--- config.mk ---
export PLATFORM = sky130hd
export DESIGN_NAME = fetch_sequencer
export DESIGN_NICKNAME = d
export VERILOG_FILES = /design/src/rtl/fetch_sequencer.sv
export SDC_FILE = /design/constraint.sdc
export NUM_CORES = 1
export LEC_CHECK = 0
export BUFFER_PORTS_ARGS = -buffer_cell sky130_fd_sc_hd__buf_2
export CORE_MARGIN = 10
export CORE_UTILIZATION = 45
export DETAILED_ROUTE_END_ITERATION = 6
export HOLD_SLACK_MARGIN = 0.05
export PLACE_DENSITY = 0.77
export SLEW_MARGIN = 10
export SYNTH_ARGS = -nofsm -noshare
export SYNTH_HDL_FRONTEND = slang
export SYNTH_SLANG_ARGS = --single-unit
--- constraint.sdc ---
create_clock -name clk -period 4.02 [get_ports clk]
set_clock_uncertainty 0.2 [all_clocks]
set_input_delay 0.804 -clock clk [delete_from_list [all_inputs] [get_ports clk]]
set_output_delay 0.804 -clock clk [all_outputs]
set_load 0.01 [all_outputs]
--- src/rtl/fetch_sequencer.sv ---
// fetch_sequencer
// Fetch-stage controller for the single-issue RISC-V core. It chooses the
// value the external program counter register loads each cycle (hold, PC+4,
// redirect target or trap vector), runs the instruction-memory req/ack
// handshake and hands fetched words to decode over a valid/ready pair.
// Redirects that arrive while a fetch is outstanding are drained: the memory
// request is kept stable until it acks, and the returned word is dropped.
//
// Ports:
//   clk, reset                  clock, synchronous active-high reset
//   pc                          current PC from the program counter register
//   next_pc                     combinational value the PC register loads
//   imem_req/imem_addr          fetch request and address
//   imem_ack/imem_rdata         fetch completion and instruction word
//   if_valid/if_pc/if_instr     registered instruction handed to decode
//   if_ready                    decode accepts the instruction
//   redirect_valid/_target      taken branch/jump from execute
//   trap                        exception/interrupt redirect
//   misaligned                  one-cycle pulse for a misaligned redirect
module fetch_sequencer #(
    parameter logic [31:0] RESET_VECTOR = 32'h0000_0000,
    parameter logic [31:0] TRAP_VECTOR  = 32'h0000_0100
) (
    input  logic        clk,
    input  logic        reset,
    input  logic [31:0] pc,
    output logic [31:0] next_pc,
    output logic        imem_req,
    output logic [31:0] imem_addr,
    input  logic        imem_ack,
    input  logic [31:0] imem_rdata,
    output logic        if_valid,
    output logic [31:0] if_pc,
    output logic [31:0] if_instr,
    input  logic        if_ready,
    input  logic        redirect_valid,
    input  logic [31:0] redirect_target,
    input  logic        trap,
    output logic        misaligned
);

    typedef enum logic [1:0] {IDLE, REQ, HOLD, DRAIN} state_t;

    state_t      state;
    logic [31:0] drain_addr;

    logic redirect_active;
    logic redirect_mis;

    // Redirects are ignored in IDLE; a trap outranks any branch redirect,
    // so a simultaneous misaligned branch does not raise the flag.
    assign redirect_active = (state != IDLE) && (trap || redirect_valid);
    assign redirect_mis    = (state != IDLE) && !trap && redirect_valid &&
                             (redirect_target[1:0] != 2'b00);

    // While draining, the address of the abandoned fetch is kept on the bus
    // because the PC has already moved to the redirect target.
    assign imem_req  = !reset && ((state == REQ) || (state == DRAIN));
    assign imem_addr = (state == DRAIN) ? drain_addr : pc;

    always_comb begin
        next_pc = pc;
        if (reset) begin
            next_pc = RESET_VECTOR;
        end else if (redirect_active) begin
            if (trap || redirect_mis)
                next_pc = TRAP_VECTOR;
            else
                next_pc = redirect_target;
        end else if ((state == REQ) && imem_ack) begin
            next_pc = pc + 32'd4;
        end
    end

    always_ff @(posedge clk) begin
        if (reset) begin
            state      <= IDLE;
            drain_addr <= '0;
            if_valid   <= 1'b0;
            if_pc      <= '0;
            if_instr   <= '0;
            misaligned <= 1'b0;
        end else begin
            misaligned <= redirect_mis;
            case (state)
                IDLE: begin
                    state <= REQ;
                end
                REQ: begin
                    if (redirect_active) begin
                        if_valid <= 1'b0;
                        if (imem_ack) begin
                            // Word for the old path arrived: drop it.
                            state <= REQ;
                        end else begin
                            drain_addr <= pc;
                            state      <= DRAIN;
                        end
                    end else if (imem_ack) begin
                        if_instr <= imem_rdata;
                        if_pc    <= pc;
                        if_valid <= 1'b1;
                        state    <= HOLD;
                    end
                end
                HOLD: begin
                    if (redirect_active || if_ready) begin
                        if_valid <= 1'b0;
                        state    <= REQ;
                    end
                end
                DRAIN: begin
                    if_valid <= 1'b0;
                    if (imem_ack)
                        state <= REQ;
                end
                default: state <= IDLE;
            endcase
        end
    end

endmodule

* Word level (Yosys, flattened, before mapping)
Index checks and enable logic that the tools add are counted.
** Cells by class
- $add $sub $neg :: 1
- Multipliers :: 0
- Divide/modulo/power cells :: 0
- Order comparisons :: 0
- Equal/unequal tests :: 6
- Shift-type cells :: 0
- Mux-type cells :: 15
- Bitwise gates (word level) :: 2
- Reduce and logical (&&, ||, !) cells :: 20
** Operators with widths (number)
- 32-bit two-way mux :: 5
- 32-bit by 3-bit adder with 32-bit output, second input constant :: 1
- 3-bit AND reduction :: 4
- 2-bit two-way mux :: 5
- 2-bit case mux with 4 select lines :: 1
- 1-bit logical AND :: 6
- 2-bit equality test, second input constant :: 2
- 1-bit logical OR :: 4
- 2-bit inequality test, second input constant :: 2
- 2-bit nonzero test :: 2
- 1-bit two-way mux :: 3
- 3-bit inequality test, second input constant :: 1
- 1-bit case mux with 3 select lines :: 1
- 3-bit nonzero test :: 1
- 2-bit by 1-bit equality test with 1-bit output, second input constant :: 1
- 1-bit zero test :: 2
- 2-bit zero test :: 1
- 1-bit inverter :: 2
** Storage, ports and cells
- Bits in registers :: 100
- Bits in latches :: 0
- Bits in writable memories :: 0
- Bits in read-only memories :: 0
- Bits of input ports :: 102
- Output and inout bits :: 131
- Memories kept :: 0

* Depth between registers and ports, before layout
- Word-level depth :: 8
- Mapped depth :: 7
- Gate-level depth less buffers :: 6

* Worst setup path before layout
Ideal clock, no wire load.
- Kind :: input to output
- Start :: in pc[7]
- End :: out next_pc[29]
- Arrival :: 2.153 ns
- Setup slack :: 0.863 ns
- Stages :: 7
- Path buffers :: 2
- Cells stage by stage :: buf_4 and4_1 buf_6 nand4_4 nor3_4 mux2i_1 a2111oi_2
** On the way
- Longest elaborated chain between the ends :: 4
** RTL lines
- from (decl) :: line 26 : input logic [31:0] pc,
- 32-bit by 3-bit adder with 32-bit output :: line 71 : next_pc = pc + 32'd4;
- 32-bit two-way mux :: line 70 : end else if ((state == REQ) && imem_ack) begin
- 32-bit two-way mux :: line 65 : end else if (redirect_active) begin
- 32-bit two-way mux :: line 63 : if (reset) begin
- to (decl) :: line 27 : output logic [31:0] next_pc,
No other way between the ends.

* Final worst setup path
- Start :: in pc[7]
- End :: out next_pc[31]
Same word-level chain as after synthesis.

==> reports/qor.csv <==
stage,metric,value,unit
clock_tree,post-cts-setup-buffers,0,
global_routing,grt_start_max_net_pins,61,
clock_tree,clock_tree.buffer_depth,2,
power_and_ir_drop,power.ir.vdd_worst,0.2086,mV
routing,routed_wire_length_per_instance,18.28,um
routing,number_of_vias_after_detailed_routing,5334,
power_and_ir_drop,share_seq_of_total_power,43.9,%
timing,timing_worst_slew_pin_value,1.032,ns
power_and_ir_drop,net-switching-power,682.0,uW
power_and_ir_drop,leakage,2.860,nW
timing,fin_tns_setup,0,ns
yosys,syn_nets,760,
hold_path,hp-class,flop to flop,
routing,route.detailed.drc,0,
yosys,synth_xor_area_share,4.614,%
power_and_ir_drop,clockPowerShare,39.7,%
place,detailedPlace.worstSlack,0.4671,ns
yosys,synth_top_family_by_area,simple AND/OR/NAND/NOR gates,
yosys,seq_area_frac_synth,39.06,%
yosys,synthesized_area_fraction_occupied_by_adder_cells,0.2441,%
routing,drt_wl_total,18.37,mm
routing,firstDrtPassIters,5,
finish,synthToLayoutAreaGrowth,28.81,%
clock_tree,cts.reportedPaths.clkPinSlew,0.07,ns
power_and_ir_drop,combinationalPowerShare,16.4,%
place,place.port_buffers,232,
yosys,dominant_synthesized_flop_cell,dfxtp_1,
timing,final-setup-viol-count,0,
yosys,yosys_warnings,0,
yosys,ys_async_sr_fraction,0,%
finish,finished_layout_cell_area,0.006601,sq mm
timing,fin_crit_sh,89.01,%
clock_tree,cts.repair.resized,0,
timing,clock.fmax,0.2795,GHz
clock_tree,clk_lat_worst_skew,0.33,ns
finish,ff_latch_area,0.002002,sq mm
routing,routed_via_density,5.307,
clock_tree,tritoncts_num_sinks,100,
floorplan,floorplan.io_pins,233,
yosys,synthesized_area_fraction_occupied_by_ao_oa_aoi_and_oai_cells,16.82,%
global_routing,grt_antenna_before_repair,2,
floorplan,core_region_area,0.01098,sq mm
finish,drive_gt1_share,36.11,%
timing,finalHoldViolations,0,
worst_setup_path,path_max_fanout,9,
finish,final_common_cell,buf_2,
floorplan,die_area,0.01606,sq mm
finish,layout.core_utilization,60.10,%
floorplan,die_height,126.7,um
timing,finalWorstSetupSlack,0.4419,ns
finish,final.fill_count,1042,
clock_tree,clock_tree.htree_level_count,3,
worst_setup_path,required_time_of_the_critical_path,3.02,ns
global_routing,overflow,0,
timing,drv_slew,0,
global_routing,global_route_wire_length_before_repair,28.30,mm
routing,remaining_antenna_violation_count_after_routing,0,
floorplan,initial_core_util,46.66,%
status,run_status,finished clean,
routing,drt-initial-drc-count,518,
power_and_ir_drop,power.internal,1.674,mW
yosys,netlist-cell-type-count,46,
finish,finish.net_count,962,
place,placer_congestion_estimate,0.8631,
yosys,area_share_of_and_or_nand_nor_cells_after_synthesis,25.71,%
yosys,synth_edf_count,0,
timing,timing.slew.headroom,31.20,%
timing,finalHoldWorstSlack,0.2526,ns
yosys,syn-instance-count,657,
worst_setup_path,worst_setup_path_end_kind,output port,
flow_run,max_cap_check_violation_count,0,
timing,period_needed,3.578,ns
yosys,synth_area_per_cell,7.800,sq um
finish,final_cell_mix,"buf_2, nand2_1, a21oi_1",
clock_tree,cts_buffers,9,
yosys,synth_mux_area_share,7.446,%
global_routing,total_global_route_track_usage,21.42,%
clock_tree,tritoncts_clock_tree,built,
worst_setup_path,critical_path_arrival,2.57,ns
yosys,synth_seq_cells,100,
power_and_ir_drop,switching_share,28.95,%
yosys,mappedNetlistArea,0.005125,sq mm
floorplan,placement_rows,38,
place,dpl_cell_area,0.006282,sq mm
global_routing,number_of_global_route_vias_before_repair,5157,
worst_setup_path,setup.worst_path.start_class,primary input,
power_and_ir_drop,power.density,356.8,mW/mm^2
place,place.detailed.hpwl,13.59,mm
clock_tree,cts_root_buf,clkbuf_16,
timing,grt_setup_unrepaired,no,
worst_setup_path,critPathKind,primary input to output port,
finish,footprint_of_the_multi_input_gates,0.002820,sq mm
clock_tree,hold_buf_count_cts,0,
floorplan,overall_die_width,126.7,um
## area by class of cell
type | instances | share of cell area [%]
repair buffers | 245 | 19.29
well taps | 140 | 2.654
clock buffers | 9 | 3.412
flip-flops and latches | 100 | 30.33
inverters | 3 | 0.1706
multi-input cells | 500 | 42.72
diodes | 1 | 0.03791
clock inverters | 7 | 1.384
## critical path, cell delays in order
cell and delay (ns):
buf_2 0.16, and4_1 0.42, nand4_4 0.23, nor4_2 0.39, xnor2_1 0.16, a211oi_2 0.23, buf_2 0.17
## worst paths after layout
check	start	endpoint	slack, ns	depth (start not counted)
worst max-delay path	pc[7]	next_pc[31]	0.44	7
worst min register to register	if_instr[31]	if_instr[31]	0.25	2
worst max register to register	state[0]	if_instr[13]	1.36	6
worst min-delay path	if_instr[31]	if_instr[31]	0.25	2
## registers in the layout, indices dropped and copies added, names as in the netlist
| name | cells |
|---|---|
| drain_addr | 32 |
| misaligned | 1 |
| if_instr | 32 |
| if_valid | 1 |
| if_pc | 32 |
| state | 2 |
## kinds of logic (layout without fill, tap and decap cells)
group / Yosys count / in the layout
muxes: 34 / 34
and+or+nand+nor: 291 / 291
other: 0 / 1
buffers and inverters: 57 / 264
adders and majority gates: 1 / 1
xor gates and xnor gates: 27 / 27
DFF: 100 / 100
AOI/OAI and AO/OA: 147 / 147
## power by group through the flow
stage	Clock [mW]	Sequential [mW]	Combinational [mW]
floorplan	0	1.06	0.213
global placement	0	1.06	0.382
detailed placement	0	1.06	0.385
CTS	0.940	1.03	0.387
global route	0.986	1.04	0.422
finish	0.935	1.03	0.386
## cells in the mapped netlist, types with 6 or more instances
cell type	count	area (sq um)
xor2_1	14	122.6
a21oi_1	110	550.5
dfxtp_1	100	2002
xnor2_1	13	113.9
nor2_1	19	71.32
mux2_2	33	371.6
nand4_1	6	37.54
a22o_1	12	105.1
a22oi_1	6	45.04
a211oi_1	6	45.04
nand3_1	13	65.06
nor3_1	7	35.03
clkbuf_1	27	101.4
buf_2	11	55.05
nand2_1	209	784.5
nor4_1	6	37.54
## metal layers
layer / part of all wire, % / wire [um] / up-vias / track usage, %
li1: - / - / 2637 / -
met1: 41 / 7544 / 2475 / 25.92
met2: 49 / 8983 / 206 / 36.27
met3: 8.4 / 1540 / 16 / 6.206
met4: 1.6 / 303 / 0 / 5.626
met5: 0 / 0 / - / 0
## per-stage QoR
stage               power (mW)  std cells
finish                   2.356       1005
global route             2.446       1004
CTS                      2.362       1004
detailed placement       1.443        988
global placement         1.438        988
floorplan                1.273        657
No activity file was read; power rests on OpenSTA's default activity.
